[src/rtl/seven_segment_scanner.sv]
// Time-multiplexed common-anode seven-segment driver with a shadow/active
// register pair so new data only takes effect at frame boundaries.
module seven_segment_scanner #(
  parameter int DIGITS      = 4,
  parameter int REFRESH_DIV = 50000
) (
  input  logic                  clk,
  input  logic                  rst_n,
  input  logic                  load,
  input  logic [4*DIGITS-1:0]   value,
  input  logic [DIGITS-1:0]     dp_in,
  input  logic [DIGITS-1:0]     blank_in,
  input  logic                  lz_en,
  output logic [6:0]            seg,
  output logic                  dp,
  output logic [DIGITS-1:0]     an,
  output logic                  frame_done,
  output logic                  pending
);

  localparam int TW = (REFRESH_DIV > 1) ? $clog2(REFRESH_DIV) : 1;
  localparam int IW = (DIGITS > 1) ? $clog2(DIGITS) : 1;
  localparam logic [TW-1:0] TICK_LAST = TW'(REFRESH_DIV - 1);
  localparam logic [IW-1:0] IDX_LAST  = IW'(DIGITS - 1);

  logic [TW-1:0]         tick_reg;
  logic [IW-1:0]         idx_reg;
  logic [4*DIGITS-1:0]   shadow_value_reg;
  logic [DIGITS-1:0]     shadow_dp_reg;
  logic [DIGITS-1:0]     shadow_blank_reg;
  logic                  shadow_lz_reg;
  logic [4*DIGITS-1:0]   active_value_reg;
  logic [DIGITS-1:0]     active_dp_reg;
  logic [DIGITS-1:0]     active_blank_reg;
  logic                  active_lz_reg;

  logic                  tick_wrap;
  logic                  frame_wrap;
  logic [DIGITS-1:0]     digit_zero;
  logic [DIGITS-1:0]     lz_dark;
  logic [6:0]            digit_seg [DIGITS];
  logic [DIGITS-1:0]     digit_dp;
  logic [6:0]            seg_next;
  logic                  dp_next;
  logic [DIGITS-1:0]     an_next;

  assign tick_wrap  = (tick_reg == TICK_LAST);
  assign frame_wrap = tick_wrap && (idx_reg == IDX_LAST);

  function automatic logic [6:0] hex_to_seg(input logic [3:0] nib);
    logic [6:0] s;
    case (nib)
      4'h0: s = 7'b0000001;
      4'h1: s = 7'b1001111;
      4'h2: s = 7'b0010010;
      4'h3: s = 7'b0000110;
      4'h4: s = 7'b1001100;
      4'h5: s = 7'b0100100;
      4'h6: s = 7'b0100000;
      4'h7: s = 7'b0001111;
      4'h8: s = 7'b0000000;
      4'h9: s = 7'b0000100;
      4'hA: s = 7'b0001000;
      4'hB: s = 7'b1100000;
      4'hC: s = 7'b0110001;
      4'hD: s = 7'b1000010;
      4'hE: s = 7'b0110000;
      default: s = 7'b0111000;
    endcase
    return s;
  endfunction

  always_ff @(posedge clk or negedge rst_n) begin
    if (!rst_n) begin
      tick_reg <= '0;
      idx_reg  <= '0;
    end else if (tick_wrap) begin
      tick_reg <= '0;
      idx_reg  <= (idx_reg == IDX_LAST) ? '0 : idx_reg + 1'b1;
    end else begin
      tick_reg <= tick_reg + 1'b1;
    end
  end

  // A load on the wrap edge still lets the previous shadow commit; the new
  // data stays pending for the following frame.
  always_ff @(posedge clk or negedge rst_n) begin
    if (!rst_n) begin
      shadow_value_reg <= '0;
      shadow_dp_reg    <= '0;
      shadow_blank_reg <= '0;
      shadow_lz_reg    <= 1'b0;
      pending          <= 1'b0;
      active_value_reg <= '0;
      active_dp_reg    <= '0;
      active_blank_reg <= '1;
      active_lz_reg    <= 1'b0;
    end else begin
      if (frame_wrap && pending) begin
        active_value_reg <= shadow_value_reg;
        active_dp_reg    <= shadow_dp_reg;
        active_blank_reg <= shadow_blank_reg;
        active_lz_reg    <= shadow_lz_reg;
      end
      if (load) begin
        shadow_value_reg <= value;
        shadow_dp_reg    <= dp_in;
        shadow_blank_reg <= blank_in;
        shadow_lz_reg    <= lz_en;
        pending          <= 1'b1;
      end else if (frame_wrap) begin
        pending <= 1'b0;
      end
    end
  end

  for (genvar gi = 0; gi < DIGITS; gi++) begin : g_digit
    assign digit_zero[gi] = (active_value_reg[4*gi +: 4] == 4'h0);
    assign digit_seg[gi]  = (active_blank_reg[gi] || lz_dark[gi]) ? 7'h7F
                          : hex_to_seg(active_value_reg[4*gi +: 4]);
    assign digit_dp[gi]   = active_blank_reg[gi] ? 1'b1 : ~active_dp_reg[gi];
  end

  // Walk from the most significant digit down; a zero is only "leading"
  // while everything above it is zero or blanked. Digit 0 always shows.
  always_comb begin
    logic above_clear;
    above_clear = 1'b1;
    lz_dark     = '0;
    for (int i = DIGITS - 1; i >= 0; i--) begin
      lz_dark[i]  = active_lz_reg && (i != 0) && digit_zero[i] && above_clear;
      above_clear = above_clear && (digit_zero[i] || active_blank_reg[i]);
    end
  end

  always_comb begin
    seg_next = 7'h7F;
    dp_next  = 1'b1;
    an_next  = '1;
    for (int i = 0; i < DIGITS; i++) begin
      if (idx_reg == IW'(i)) begin
        seg_next = digit_seg[i];
        dp_next  = digit_dp[i];
        if (!tick_wrap) begin
          an_next[i] = 1'b0;
        end
      end
    end
  end

  always_ff @(posedge clk or negedge rst_n) begin
    if (!rst_n) begin
      seg        <= 7'h7F;
      dp         <= 1'b1;
      an         <= '1;
      frame_done <= 1'b0;
    end else begin
      seg        <= seg_next;
      dp         <= dp_next;
      an         <= an_next;
      frame_done <= frame_wrap;
    end
  end

endmodule
[config.mk]
export PLATFORM = sky130hd
export DESIGN_NAME = seven_segment_scanner
export DESIGN_NICKNAME = d
export VERILOG_FILES = /design/src/rtl/seven_segment_scanner.sv
export SDC_FILE = /design/constraint.sdc
export NUM_CORES = 1
export LEC_CHECK = 0
export BUFFER_PORTS_ARGS = -buffer_cell sky130_fd_sc_hd__clkbuf_2
export CORE_UTILIZATION = 35
export CTS_CLUSTER_DIAMETER = 200
export DETAILED_ROUTE_END_ITERATION = 6
export PLACE_DENSITY = 0.56
export REMOVE_ABC_BUFFERS = 1
export SLEW_MARGIN = 20
export SYNTH_ARGS = -nofsm -noshare
export SYNTH_HDL_FRONTEND = slang
export SYNTH_SLANG_ARGS = --single-unit
export TNS_END_PERCENT = 20
[constraint.sdc]
create_clock -name clk -period 2.3 [get_ports clk]
set_input_delay 0.115 -clock clk [delete_from_list [all_inputs] [get_ports clk]]
set_output_delay 0.115 -clock clk [all_outputs]
set_load 0.1 [all_outputs]
* Word-level counts from Yosys, hierarchy flattened
Memory sizes are Yosys's and may differ from the RTL's. Index checks and enable logic that the tools add are counted.
Storage, ports and cells: flip-flop bits (word level) 82, latch bits 0, RAM bits 0, ROM bits 448, input port bits 28, output and inout bits 14, logic and storage cells 72, memories 4
Cells by class: $add $sub $neg 2, multiply operators 0, divide/modulo/power cells 0, $lt $le $gt $ge 0, equality and inequality tests 4, shift-type cells 0, mux-type cells 25, bitwise operators 4, reduce and logical (&&, ||, !) cells 18
Memory list:
- (name not given) | depth 16, bits a word 7, rd ports 1, clocked after memory_dff 0, write ports 0, RTL line 52 | case (nib)
- (name not given) | depth 16, bits a word 7, rd ports 1, clocked after memory_dff 0, write ports 0, RTL line 52
- (name not given) | depth 16, bits a word 7, rd ports 1, clocked after memory_dff 0, write ports 0, RTL line 52
- (name not given) | depth 16, bits a word 7, rd ports 1, clocked after memory_dff 0, write ports 0, RTL line 52
Operators with widths (number):
- 2-to-1 mux 7 bit | 8
- adder 16 x 1 -> 16 bit (second input constant) | 1
- equality test 16 bit (second input constant) | 1
- 2-to-1 mux 16 bit | 1
- 2-to-1 mux 1 bit | 15
- logical NOT 4 bit | 3
- logical AND 1 bit | 8
- logical OR 1 bit | 5
- equality test 2 bit (second input constant) | 2
- NOT 1 bit | 4
- adder 2 x 1 -> 2 bit (second input constant) | 1
- equality test 2 x 1 -> 1 bit (second input constant) | 1
- logical NOT 2 bit | 1
- 2-to-1 mux 2 bit | 1
- nonzero test 2 bit | 1

* Depth between registers and ports, before layout
depth after elaboration 9, mapped depth 7, gate-level depth less buffers 7

* Least setup slack after synthesis
No wires, ideal clock.
path kind register to register, start register tick_reg[5], end register active_dp_reg[0], setup time 0.125 ns, arrival time 2.286 ns, required time 2.175 ns, path slack -0.111 ns, stages on the path, launching flop included 7, path buffers 2, clock period less this slack 2.411 ns, cell sequence dfrtp_1 or4b_1 or4_1 buf_2 nor3_4 buf_12 mux2_4
Between the ends: cells in the longest elaborated chain, start to end 3
RTL lines:
- start: declaration | RTL line 26 | logic [TW-1:0] tick_reg;
- start signal: assignment | RTL line 81 | tick_reg <= tick_reg + 1'b1;
- equality test 16 bit | RTL line 47 | assign tick_wrap = (tick_reg == TICK_LAST);
- logical AND 1 bit | RTL line 48 | assign frame_wrap = tick_wrap && (idx_reg == IDX_LAST);
- logical AND 1 bit | RTL line 99 | if (frame_wrap && pending) begin
- end signal: assignment | RTL line 101 | active_dp_reg <= shadow_dp_reg;
- end: declaration | RTL line 33 | logic [DIGITS-1:0] active_dp_reg;
Every way passes these cells. A chain may end at the register's enable or synchronous reset.

* Final worst setup path
start register tick_reg[5], end register active_value_reg[13]
Between the ends: cells in the longest elaborated chain, start to end 3
RTL lines:
- equality test 16 bit | RTL line 47
- logical AND 1 bit | RTL line 48
- logical AND 1 bit | RTL line 99
- end signal: assignment | RTL line 100 | active_value_reg <= shadow_value_reg;
- end: declaration | RTL line 32 | logic [4*DIGITS-1:0] active_value_reg;
Every way passes these cells.

==> results_dict.tcl <==
set metrics [dict create \
    ir_worst_vdd_uv 490 \
    vias_in_the_first_global_route 3184 \
    post_drt_wl_per_cell_um 14.7 \
    drc 0 \
    cts_tree "yes" \
    cp.arrival_ps 2500 \
    final-instance-count-excl-fill 640 \
    worst_ep_required_time_ps 2520 \
    synthesis.area_per_instance_sq_um 11.6 \
    synth.top_cells.by_count "sky130_fd_sc_hd__dfrtp_1, sky130_fd_sc_hd__mux2_2, sky130_fd_sc_hd__ha_1" \
    setup_viol_count_final 0 \
    dp_worst_setup_slack_ps -7.30 \
    critical_path_class "reg2reg" \
    drt-total-wl_mm 9.40 \
    outcome "complete, no violations" \
    final.period_utilization 0.988 \
    port_buffers 41 \
    yosys_warnings 0 \
    clk-insertion-delay-late_ps 340 \
    holdCritStartpoint "dp_in[0]" \
    cts.htree.levels 3 \
    initial_core_util 0.358 \
    num_rows 41 \
    cts_root_buffer "sky130_fd_sc_hd__clkbuf_16" \
    cp-start-kind "flop" \
    track_usage 0.152 \
    chipHeight_um 115 \
    critPathLaunch "tick_reg[5]" \
    n_antenna_cell 0 \
    largest_fanout_on_the_critical_path 12 \
    seq_area_frac_synth 0.461 \
    slew_of_the_pin_with_the_lowest_slew_margin_ps 744 \
    post_dp_cell_area_sq_um 5020 \
    critical_path.endpoint "active_value_reg[13]" \
    max-clock-path-buffers 2 \
    antenna_found_initial 0 \
    syn-instance-count 387 \
    route.vias.total 3116 \
    first_pass_grt_wire_length_mm 15.6 \
    max_cap_violations 0 \
    largest_net_degree_at_the_start_of_global_routing 37 \
    synth_largest_area_cell "sky130_fd_sc_hd__dfrtp_1" \
    first_iter_violations 73 \
    synth.most_common_cell "sky130_fd_sc_hd__dfrtp_1" \
    synth.area.top_cells "sky130_fd_sc_hd__dfrtp_1, sky130_fd_sc_hd__mux2_2, sky130_fd_sc_hd__dfstp_2" \
    share_of_post_route_cells_with_drive_strength_above_1 0.355 \
    final_net_count 520 \
    post_synth_top_area_share 0.367 \
    post_detail_place_hpwl_mm 6.61 \
    finalHoldViolCount 0 \
    io_pins 42 \
    area.growth.synth_to_final_pct 24.1 \
    yosys_register_bits 82 \
    ys_dominant_reg_cell "sky130_fd_sc_hd__dfrtp_1" \
    gp_congestion 0.846 \
    antenna_left 0 \
    period_minus_slack_ps 2270 \
    netlist_area_sq_um 4500 \
    max_slew_headroom 0.504 \
    cell_count_of_the_worst_reg_to_reg_path 6 \
    detailedRoute.firstPassIterationCount 6 \
    design.die.area_sq_um 13300 \
    clock_sinks 82 \
    power_leakage_nw 2.44 \
    fmax_ghz 0.440 \
    cts_made_buffers 9 \
    stdcell_area_sq_um 5580 \
    core_region_area_sq_um 12600 \
    postSynth.asyncResetShare 1.00 \
    floorplan.die.width_um 115 \
    timing.final.max_slew_violations 0 \
    synth_edf_count 0 \
    r2r_start "tick_reg[5]" \
    fin_total_pwr_mw 3.20 \
    slack_of_the_critical_path_ps 27.8 \
    vias_per_cell 4.87 \
    netlist-cell-type-count 52 \
    power.density_nw_per_um2 573 \
    r2r-end "active_value_reg[13]" \
    cts.reportedPaths.clkPinSlew_ps 60 \
    rsz0062_at_grt "true" \
    fin_worst_skew_ps 10.1 \
    dp.cells 606 \
    grt_remaining_overflow 0 \
    timing.hold.worst.class "in2reg" \
    tns_ps 0 \
    r2r_setup_slack_ps 30 \
    critical_path.endpoint_type "flop" \
]
==> timing repair <==
action	CTS	global route
hold buffers	15	0
buffers inserted	0	1
resized for setup	1	4
hold endpoints to repair	43	0
endpoints found under the setup margin	3	20
gates cloned	0	2
==> kinds of logic after synthesis <==
logic type	after synthesis	synth area share
AOI/OAI and AO/OA	66	0.0937
adders and majority gates	29	0.0806
muxes	72	0.201
xor gates and xnor gates	13	0.0253
DFF	82	0.461
and+or+nand+nor	89	0.101
buffers and inverters	36	0.0375
==> critical path, stage by stage (launching register included) <==
cell,delay [ps]
sky130_fd_sc_hd__dfrtp_1,380
sky130_fd_sc_hd__or4b_4,540
sky130_fd_sc_hd__or4_4,450
sky130_fd_sc_hd__nor3_4,160
sky130_fd_sc_hd__buf_12,140
sky130_fd_sc_hd__clkbuf_16,180
sky130_fd_sc_hd__mux2_4,300
==> cell usage in the layout, fill, tap and decap left out, types with 4 or more instances in the layout <==
cell | netlist | layout
sky130_fd_sc_hd__clkbuf_16 | 0 | 11
sky130_fd_sc_hd__mux2i_1 | 11 | 11
sky130_fd_sc_hd__mux2_2 | 38 | 36
sky130_fd_sc_hd__xor2_1 | 6 | 6
sky130_fd_sc_hd__dlygate4sd3_1 | 0 | 15
sky130_fd_sc_hd__o21ai_0 | 25 | 25
sky130_fd_sc_hd__nor3_1 | 4 | 4
sky130_fd_sc_hd__xnor2_1 | 7 | 7
sky130_fd_sc_hd__dfstp_2 | 16 | 16
sky130_fd_sc_hd__nor2b_1 | 5 | 5
sky130_fd_sc_hd__a32oi_1 | 5 | 5
sky130_fd_sc_hd__mux2_4 | 20 | 22
sky130_fd_sc_hd__dfrtp_1 | 66 | 66
sky130_fd_sc_hd__and3_1 | 5 | 5
sky130_fd_sc_hd__nand2_1 | 22 | 22
sky130_fd_sc_hd__a21oi_1 | 12 | 12
sky130_fd_sc_hd__nor2_1 | 23 | 23
sky130_fd_sc_hd__buf_4 | 0 | 25
sky130_fd_sc_hd__clkbuf_2 | 0 | 40
sky130_fd_sc_hd__nand3_1 | 11 | 11
sky130_fd_sc_hd__inv_1 | 16 | 16
sky130_fd_sc_hd__ha_1 | 29 | 29
==> area by class of cell <==
type                    instances  area, sq um
well taps                     172          215
fillers                      1195         6990
clock buffers                   9          225
multi-input cells             269         2280
flip-flops and latches         82         2070
repair buffers                 84          628
inverters                      17         63.8
clock inverters                 7         98.8
==> metrics by stage <==
step            util  hold WS (ps)
2_1_floorplan      -          -181
3_3_place_gp   0.399           102
3_5_place_dp   0.399           104
4_1_cts        0.437          1.77
5_1_grt        0.444          8.39
6_report       0.444          10.3
==> where the power goes <==
part | internal [mW] | switching [mW] | total (mW)
sequential | 1.49 | 0.0237 | 1.51
combinational | 0.0757 | 0.0560 | 0.132
clock | 0.959 | 0.593 | 1.55
total | 2.52 | 0.673 | 3.20
==> worst min-delay path by stage <==
stage,slack (ps),to,depth (start not counted)
finish,10,shadow_dp_reg[0],2
global route,8,shadow_dp_reg[2],2
CTS,2,shadow_dp_reg[2],2
detailed placement,100,active_value_reg[4],1
global placement,100,shadow_value_reg[5],1
floorplan,-180,active_dp_reg[0],0
==> metal layers <==
layer  track usage  vias to the layer above  part of all wire
met1         0.197                     1512              0.48
met3        0.0290                       17             0.029
li1              -                     1542                 -
met2         0.248                       45              0.47
met4        0.0649                        0             0.023
met5             0                        -                 0
No activity file was read; power rests on OpenSTA's default activity.
